$ cat config.mk
export PLATFORM = sky130hd
export DESIGN_NAME = rx_frame_sequencer
export DESIGN_NICKNAME = d
export VERILOG_FILES = /design/src/rtl/rx_pkg.sv /design/src/rtl/frame_buf2.sv /design/src/rtl/rx_frame_sequencer.sv
export SDC_FILE = /design/constraint.sdc
export NUM_CORES = 1
export LEC_CHECK = 0
export ABC_CLOCK_PERIOD_IN_PS = 13100
export CAP_MARGIN = 40
export CORE_MARGIN = 8
export CORE_UTILIZATION = 67
export CTS_CLUSTER_DIAMETER = 200
export DETAILED_ROUTE_END_ITERATION = 10
export DONT_BUFFER_PORTS = 1
export GPL_TIMING_DRIVEN = 0
export MAX_ROUTING_LAYER = met4
export PLACE_DENSITY = 0.8
export SYNTH_ARGS = -nofsm -noshare
export SYNTH_HDL_FRONTEND = slang
export SYNTH_HIERARCHICAL = 1
export SYNTH_SLANG_ARGS = --single-unit
$ cat constraint.sdc
create_clock -name clk -period 13.1 [get_ports clk]
set_input_delay 1.31 -clock clk [delete_from_list [all_inputs] [get_ports clk]]
set_output_delay 1.31 -clock clk [all_outputs]
set_load 0.005 [all_outputs]
$ cat src/rtl/rx_pkg.sv
// Shared types and constants for the receive frame sequencer.
package rx_pkg;

  typedef enum logic [2:0] {IDLE, CLASSIFY, STORE, DROP, REARM} in_state_t;
  typedef enum logic       {O_IDLE, O_SEND} out_state_t;

  typedef struct packed {
    logic [127:0] data;
    logic [3:0]   size;
  } frame_t;

  localparam int         SLOTS   = 2;
  localparam logic [7:0] CNT_MAX = 8'hFF;

  // Saturating increment for the error counters.
  function automatic logic [7:0] sat_inc(input logic [7:0] v);
    return (v == CNT_MAX) ? v : v + 8'd1;
  endfunction

endpackage

$ cat src/rtl/frame_buf2.sv
// Two-slot frame store with ping-pong write/read pointers and occupancy.
module frame_buf2 import rx_pkg::*; (
  input  logic   clk,
  input  logic   reset_n,
  input  logic   push,
  input  frame_t wr_frame,
  input  logic   pop,
  output logic   full,
  output logic   empty,
  output frame_t rd_frame
);

  frame_t     slot [SLOTS];
  logic       wr_ptr, rd_ptr;
  logic [1:0] occ;

  // Pointer and occupancy bookkeeping; push+pop together leaves occ as is.
  always_ff @(posedge clk) begin
    if (!reset_n) begin
      wr_ptr <= 1'b0;
      rd_ptr <= 1'b0;
      occ    <= 2'd0;
    end else begin
      if (push) wr_ptr <= ~wr_ptr;
      if (pop)  rd_ptr <= ~rd_ptr;
      case ({push, pop})
        2'b10:   occ <= occ + 2'd1;
        2'b01:   occ <= occ - 2'd1;
        default: ;
      endcase
    end
  end

  // Payload storage; contents are meaningless once occupancy says so.
  always_ff @(posedge clk) begin
    if (push) slot[wr_ptr] <= wr_frame;
  end

  assign full     = (occ == 2'(SLOTS));
  assign empty    = (occ == 2'd0);
  assign rd_frame = slot[rd_ptr];

endmodule

$ cat src/rtl/rx_frame_sequencer.sv
// Classifies received frames, buffers good ones, counts bad ones, re-arms
// the receiver, applies deferred baud changes and streams bytes out.
module rx_frame_sequencer import rx_pkg::*; #(
  parameter logic [7:0] BAUD_DEFAULT = 8'd16
) (
  input  logic         clk,
  input  logic         reset_n,
  input  logic         rx_dr,
  input  logic         rx_busy,
  input  logic [3:0]   rx_framesize,
  input  logic [127:0] rx_framedata,
  input  logic         rx_crce,
  input  logic         rx_nf,
  input  logic         rx_fe,
  output logic         rx_rearm,
  output logic [7:0]   baudrate,
  input  logic [7:0]   cfg_baud,
  input  logic         cfg_we,
  output logic [7:0]   out_data,
  output logic         out_valid,
  input  logic         out_ready,
  output logic         out_last,
  output logic         frame_ok,
  output logic         frame_bad,
  output logic [7:0]   cnt_crc,
  output logic [7:0]   cnt_noise,
  output logic [7:0]   cnt_frame,
  output logic [7:0]   cnt_len,
  output logic [7:0]   cnt_ovf
);

  in_state_t  st, st_nx;
  out_state_t ost, ost_nx;
  frame_t     lat, rd_frame;
  logic       lat_crce, lat_nf, lat_fe;
  logic       push, pop, full, empty, hs;
  logic [3:0] idx;
  logic       pend;
  logic [7:0] pend_baud;

  frame_buf2 u_buf (
    .clk      (clk),
    .reset_n  (reset_n),
    .push     (push),
    .wr_frame (lat),
    .pop      (pop),
    .full     (full),
    .empty    (empty),
    .rd_frame (rd_frame)
  );

  // State registers for both FSMs.
  always_ff @(posedge clk) begin
    if (!reset_n) begin
      st  <= IDLE;
      ost <= O_IDLE;
    end else begin
      st  <= st_nx;
      ost <= ost_nx;
    end
  end

  // Input FSM: classify, then store or drop, then re-arm the receiver.
  always_comb begin
    st_nx     = st;
    push      = 1'b0;
    frame_ok  = 1'b0;
    frame_bad = 1'b0;
    rx_rearm  = 1'b0;
    case (st)
      IDLE:     if (rx_dr) st_nx = CLASSIFY;
      CLASSIFY: st_nx = (lat_nf || lat_fe || lat_crce || lat.size == 4'd0 || full)
                        ? DROP : STORE;
      STORE: begin
        push     = 1'b1;
        frame_ok = 1'b1;
        st_nx    = REARM;
      end
      DROP: begin
        frame_bad = 1'b1;
        st_nx     = REARM;
      end
      REARM: begin
        rx_rearm = 1'b1;
        st_nx    = IDLE;
      end
      default: st_nx = IDLE;
    endcase
  end

  // Capture the frame in the cycle rx_dr is seen; later pulses are ignored.
  always_ff @(posedge clk) begin
    if (!reset_n) begin
      lat      <= '0;
      lat_crce <= 1'b0;
      lat_nf   <= 1'b0;
      lat_fe   <= 1'b0;
    end else if (st == IDLE && rx_dr) begin
      lat      <= '{data: rx_framedata, size: rx_framesize};
      lat_crce <= rx_crce;
      lat_nf   <= rx_nf;
      lat_fe   <= rx_fe;
    end
  end

  // Error counters: only the highest-priority cause of a drop is counted.
  always_ff @(posedge clk) begin
    if (!reset_n) begin
      cnt_crc   <= 8'd0;
      cnt_noise <= 8'd0;
      cnt_frame <= 8'd0;
      cnt_len   <= 8'd0;
      cnt_ovf   <= 8'd0;
    end else if (st == CLASSIFY) begin
      if      (lat_nf)             cnt_noise <= sat_inc(cnt_noise);
      else if (lat_fe)             cnt_frame <= sat_inc(cnt_frame);
      else if (lat_crce)           cnt_crc   <= sat_inc(cnt_crc);
      else if (lat.size == 4'd0)   cnt_len   <= sat_inc(cnt_len);
      else if (full)               cnt_ovf   <= sat_inc(cnt_ovf);
    end
  end

  // Output FSM. Leaving O_IDLE on push as well as on non-empty lets the
  // first byte appear the cycle after STORE instead of one cycle later.
  always_comb begin
    ost_nx = ost;
    case (ost)
      O_IDLE:  if (!empty || push) ost_nx = O_SEND;
      O_SEND:  if (pop) ost_nx = O_IDLE;
      default: ost_nx = O_IDLE;
    endcase
  end

  assign out_valid = (ost == O_SEND);
  assign hs        = out_valid && out_ready;
  assign out_last  = out_valid && (idx == rd_frame.size - 4'd1);
  assign pop       = hs && out_last;
  // Byte k sits at [127-8k -: 8]; 127-8k == {~k, 3'b111} for a 4-bit k.
  assign out_data  = rd_frame.data[{~idx, 3'b111} -: 8];

  // Byte index within the frame being streamed.
  always_ff @(posedge clk) begin
    if (!reset_n)           idx <= 4'd0;
    else if (ost == O_IDLE) idx <= 4'd0;
    else if (hs)            idx <= idx + 4'd1;
  end

  // Deferred baud change: only applied while the receiver is quiet.
  // A write colliding with an apply keeps the new value pending.
  always_ff @(posedge clk) begin
    if (!reset_n) begin
      baudrate  <= BAUD_DEFAULT;
      pend      <= 1'b0;
      pend_baud <= 8'd0;
    end else begin
      if (pend && !rx_busy && st == IDLE) begin
        baudrate <= pend_baud;
        pend     <= 1'b0;
      end
      if (cfg_we) begin
        pend_baud <= cfg_baud;
        pend      <= 1'b1;
      end
    end
  end

endmodule

==> flow_summary.json, run 1 <==
{
  "path_depth": 5,
  "avgSynthCellArea_um2": 12.9,
  "rr_worst_depth": 11,
  "core_um2": 26900,
  "cp_common_cell": "clkbuf_1",
  "critical_path.cell_chain": "clkbuf_1, clkbuf_1, mux4_2, a22oi_1, nand2_1",
  "irDropWorstVdd_uv": 103,
  "worstSetupEndpointType": "primary output",
  "grt_overflow": 0,
  "synth_edf_count": 264,
  "tns_ps": 0,
  "clock_sink_count": 469,
  "grt_max_degree": 55,
  "worst_slew_pin_slew_ps": 819,
  "layout.nets": 1627,
  "setup.worst_path.start_class": "register",
  "synth_cells": 1416,
  "drt-initial-drc-count": 971,
  "p_leak_nw": 6.94,
  "synthFlopType": "edfxtp_1",
  "antenna_found_initial": 4,
  "die-area_um2": 32800,
  "final_common_cell": "nand2_1",
  "track_usage_pct": 25.8,
  "stdcell_area_um2": 20300,
  "syn_nets": 1573,
  "io_pins": 210,
  "p_per_area_nw_per_um2": 153,
  "fin_skew_ps": 12.9,
  "place_area_um2": 18900,
  "syn_area_um2": 18300,
  "yosys_warnings": 6,
  "numCtsBuffers": 45,
  "slew_violations": 0,
  "clk_pin_slew_ps": 60,
  "hold_viol": 0,
  "cap_violations": 0,
  "fillers": 1679,
  "place_congestion": 0.844,
  "syn2layout_area_growth_pct": 11.0,
  "hold-path-cell-count": 0,
  "hpwlAfterDp_mm": 29.5,
  "holdBufCountCts": 0,
  "hp-class": "reg2reg",
  "post_cts_buffers": 0,
  "drt_pass1_iterations": 5,
  "fin_hold_ws_ps": 450,
  "crit_type": "reg2out",
  "portBuffers": 0,
  "grt_pass1_wl_mm": 63.3,
  "cp.buffers_inverters": 2,
  "cp.arrival_ps": 2920,
  "cts_max_level": 2,
  "required_ps": 11790,
  "initial_core_util_pct": 68.0,
  "maxSlewHeadroom_pct": 45.3,
  "most-common-layout-cells": "nand2_1 (296), edfxtp_1 (264), dfxtp_1 (205)",
  "clkLatencyLatePin_ps": 530,
  "drtAntennaViolNets": 0,
  "cts_tree": "built",
  "critPathMaxStageDelay_ps": 650,
  "fin_crit_ps": 4230,
  "root_buffer": "clkbuf_16",
  "setup_violations": 0,
  "clk_path_buf_depth": 3,
  "rows": 60,
  "fp.dieH_um": 181,
  "synth_cell_type_count": 53,
  "fmax_mhz": 236,
  "yosys_register_bits": 469,
  "crit_family": "buffers and inverters",
  "grt_setup_unrepaired": "no",
  "drt_wl_total_mm": 42.4,
  "drc": 0,
  "ys_seq_area_share_pct": 65.8,
  "min_period_over_period_pct": 32.3,
  "die_w_um": 181,
  "run_status": "finished clean",
  "wl_per_cell_um": 22.9,
  "crit_path_max_fanout": 10,
  "dr_total_vias": 11300,
  "critPathSlowestCell": "clkbuf_1",
  "drive_above_1_share_pct": 17.8,
  "ctsResizeCount": 0,
  "via_per_inst": 6.11,
  "grt_pass1_vias": 11311,
  "ys_async_sr_fraction_pct": 0
}
==> flip-flops by register name (all words and copies together), names as in the netlist, named ones only <==
signal	count
st	3
u_buf/rd_ptr	1
cnt_frame	8
out_valid	1
pend_baud	8
pend	1
lat_crce	1
idx	4
u_buf/slot	264
cnt_crc	8
cnt_len	8
cnt_noise	8
cnt_ovf	8
u_buf/occ	2
baudrate	8
lat_nf	1
lat_fe	1
u_buf/wr_ptr	1
lat	132
==> layer usage <==
metal  GRT usage [%]  share of wire, %
met1            30.3                38
met2            41.8                49
met3            8.59                10
met4            8.40               2.9
met5               -                 0
==> per-stage QoR <==
| stage | util [%] | worst slack (ps) | power (mW) | std cells |
|---|---|---|---|---|
| floorplan | - | 5970 | 1.83 | 1416 |
| global placement | 69.6 | 2460 | 1.89 | 1757 |
| detailed placement | 70.3 | 9410 | 1.90 | 1764 |
| CTS | 75.5 | 8840 | 3.11 | 1845 |
| global route | 75.5 | 8760 | 3.20 | 1849 |
| finish | 75.5 | 8870 | 3.10 | 1849 |
==> power breakdown <==
| group | leakage, nW | total (mW) | internal [mW] | switching, mW |
|---|---|---|---|---|
| Clock | 0.685 | 1.23 | 0.708 | 0.520 |
| Sequential | 4.10 | 1.67 | 1.63 | 0.0372 |
| Combinational | 2.16 | 0.208 | 0.0749 | 0.133 |
| Total | 6.94 | 3.10 | 2.41 | 0.690 |
==> cell type report <==
type	count	area [µm²]	area share, %
clock buffer	73	1360	6.68
antenna	4	10.0	0.0493
multi-input combinational	856	5820	28.7
sequential	469	12000	59.3
inverter	9	33.8	0.166
timing repair buffer	7	163	0.801
buffer	82	405	2.00
clock inverter	8	50.0	0.247
tap	341	427	2.10
==> Yosys cell counts, types with 4 or more instances <==
cell type / number / share of area, %
mux2i_1: 22 / 1.2
inv_1: 8 / 0.16
o31ai_1: 7 / 0.29
mux4_2: 32 / 3.9
dfxtp_1: 205 / 22
nand4_1: 6 / 0.21
buf_2: 18 / 0.49
edfxtp_1: 264 / 43
mux2_2: 122 / 7.5
mux2_4: 10 / 0.82
buf_6: 10 / 0.62
xnor2_1: 9 / 0.43
and2_1: 10 / 0.34
and3_1: 6 / 0.21
or3_1: 11 / 0.38
or4_1: 8 / 0.33
a21oi_1: 155 / 4.2
o21ai_0: 15 / 0.41
nor2b_1: 4 / 0.14
nand3_1: 17 / 0.47
buf_1: 4 / 0.082
nor2_1: 38 / 0.78
nand2_1: 296 / 6.1
nor3b_1: 5 / 0.21
clkbuf_1: 50 / 1.0
xor2_1: 11 / 0.53
ha_1: 8 / 0.55
nor3_1: 9 / 0.25
o211ai_1: 6 / 0.25
a22oi_1: 16 / 0.66
==> worst paths after layout <==
| path | start | end | slack [ps] |
|---|---|---|---|
| max reg2reg | register | u_buf/occ[1] | 9740 |
| min reg2reg | lat[14] | u_buf/slot[0][14] | 450 |
| min | lat[14] | u_buf/slot[0][14] | 450 |
| max | idx[1] | out_data[3] | 8870 |
==> logic make-up after synthesis <==
| logic type | count (synthesis) | synth area share, % |
|---|---|---|
| xor gates and xnor gates | 20 | 0.958 |
| muxes | 186 | 13.5 |
| AOI/OAI and AO/OA | 218 | 6.72 |
| and+or+nand+nor | 424 | 10.1 |
| DFF | 469 | 65.8 |
| adders and majority gates | 8 | 0.547 |
| buffers and inverters | 91 | 2.40 |
No activity file was read; power rests on OpenSTA's default activity.
==> run 2: changes to the inputs <==
Settings changed: ABC_CLOCK_PERIOD_IN_PS 13100 to 4300, CORE_UTILIZATION 67 to 63, PLACE_DENSITY 0.8 to 0.76.
Clock period 13.1 ns to 4.3 ns, I/O delays scaled along.
==> run 2 against run 1 <==
  * Hold slack got worse by 430 ps
  * Largest power group unchanged
  * Routed wire length is 0.67% lower
  * Highest routed layer unchanged
  * Combinational power increased to 3.1 times the previous value
  * Largest cell class unchanged
  * First-iteration DRC count shrank 0.51%
==> flow_summary.json, run 2 (same netlist as run 1, synthesis figures left out) <==
{
  "holdBufCountCts": 5,
  "p_leak_nw": 7.00,
  "fin_hold_ws_ps": 16.5,
  "place_congestion": 0.874,
  "drt-initial-drc-count": 966,
  "min_period_over_period_pct": 79.9,
  "hpwlAfterDp_mm": 29.4,
  "hold_viol": 0,
  "regMostFlops": "u_buf/slot",
  "via_per_inst": 5.95,
  "cts_max_level": 2,
  "cap_violations": 0,
  "crit_type": "reg2out",
  "fin_skew_ps": 18.4,
  "grt_pass1_wl_mm": 63.5,
  "clkLatencyLatePin_ps": 550,
  "track_usage_pct": 24.0,
  "cp.arrival_ps": 3000,
  "rr_worst_depth": 11,
  "placedCellCount": 1807,
  "largest_register_ffs": 264,
  "run_status": "finished clean",
  "grt_pass1_vias": 11205,
  "setup_violations": 0,
  "timing.rr.end": "u_buf/occ[1]",
  "fp.dieH_um": 186,
  "most-common-layout-cells": "nand2_1 (296), edfxtp_1 (264), dfxtp_1 (205)",
  "slew_violations": 0,
  "die-area_um2": 34700,
  "syn2layout_area_growth_pct": 12.0,
  "cts_tree": "built",
  "fmax_mhz": 291,
  "die_w_um": 186,
  "initial_core_util_pct": 63.9,
  "maxSlewHeadroom_pct": 41.3,
  "layout.nets": 1633,
  "grt_overflow": 0,
  "reg_top3": "u_buf/slot x264, lat x132",
  "fin_crit_ps": 3430,
  "drtAntennaViolNets": 0,
  "worstSetupEndpointType": "primary output",
  "worst_slew_pin_slew_ps": 880,
  "r2r_slack_ps": 1080,
  "final_cell_count_no_fill": 1899,
  "hold-path-cell-count": 1,
  "portBuffers": 0,
  "core_um2": 28600,
  "final_common_cell": "nand2_1",
  "clk_pin_slew_ps": 60,
  "p_per_area_nw_per_um2": 470,
  "dr_total_vias": 11297,
  "post_cts_buffers": 0,
  "drt_wl_total_mm": 42.1,
  "numCtsBuffers": 46,
  "grt_max_degree": 58,
  "rows": 62,
  "setup.worst_path.start_class": "register",
  "io_pins": 210,
  "grt_setup_unrepaired": "no",
  "antenna_found_initial": 2,
  "crit_path_max_fanout": 10,
  "root_buffer": "clkbuf_16",
  "clock_sink_count": 469,
  "irDropWorstVdd_uv": 340,
  "worstHoldEndpoint": "u_buf/wr_ptr",
  "drc": 0,
  "hp-class": "in2reg",
  "drive_above_1_share_pct": 17.9,
  "drt_pass1_iterations": 7,
  "required_ps": 3870,
  "clk_path_buf_depth": 3,
  "ctsResizeCount": 0,
  "min_from": "reset_n",
  "wl_per_cell_um": 22.2
}
run 2: changes by cell type in the layout (fill, tap and decap cells not counted), moves of 2 or more:
cell           before  now
clkbuf_1           69   62
bufinv_16           0    4
clkinv_2            5    8
clkbuf_8            6    3
diode_2             4    2
dlygate4sd3_1       0    5
clkinv_1            1    9
run 2: worst max path at each step:
stage                   from                end  cells past startpoint
global route          idx[1]        out_data[3]                      5
floorplan              st[1]   u_buf/slot[0][0]                      3
detailed placement  register       u_buf/occ[1]                     11
finish                idx[1]        out_data[5]                      5
global placement       st[1]  u_buf/slot[0][82]                      3
CTS                   idx[1]        out_data[5]                      5
run 2: where the power goes:
group / total [mW] / switching [mW] / internal, mW
clock: 3.92 / 1.62 / 2.30
combinational: 0.635 / 0.404 / 0.231
sequential: 5.07 / 0.113 / 4.96
run 2: stage by stage:
stage                     power, mW  area [µm²]  setup slack, ps  util [%]  TNS [ps]
after global routing           9.91       20500              796      71.5         0
final                          9.63       20500              866      71.5         0
after CTS                      9.67       20500              885      71.5         0
after floorplan                5.57       18300              875         -         0
after global placement         5.75       18800             -551      65.6    -72070
after detailed placement       5.79       18900             1080      66.2         0
run 2: layer usage:
layer	up-vias	routed length, µm	share of wire [%]	track usage, %
met1	5514	16500	39	28.8
met2	441	20600	49	38.9
met3	64	3940	9.4	7.29
met5	-	0	0	-
met4	0	1040	2.5	6.74
li1	5278	-	-	-
run 2: final cells by class:
type / instances / area (µm²)
multi-input cells: 856 / 5820
inverters: 9 / 33.8
plain buffers: 82 / 405
well taps: 384 / 480
flip-flops and latches: 469 / 12000
fillers: 1917 / 8160
clock buffers: 62 / 1260
diodes: 2 / 5.00
repair buffers: 12 / 213
clock inverters: 23 / 215
run 2: worst max-delay path: stages, from the launching register on:
cell and delay [ps]:
dfxtp_1 330, clkbuf_1 410, clkbuf_1 720, mux4_2 460, a22oi_1 370, nand2_1 190
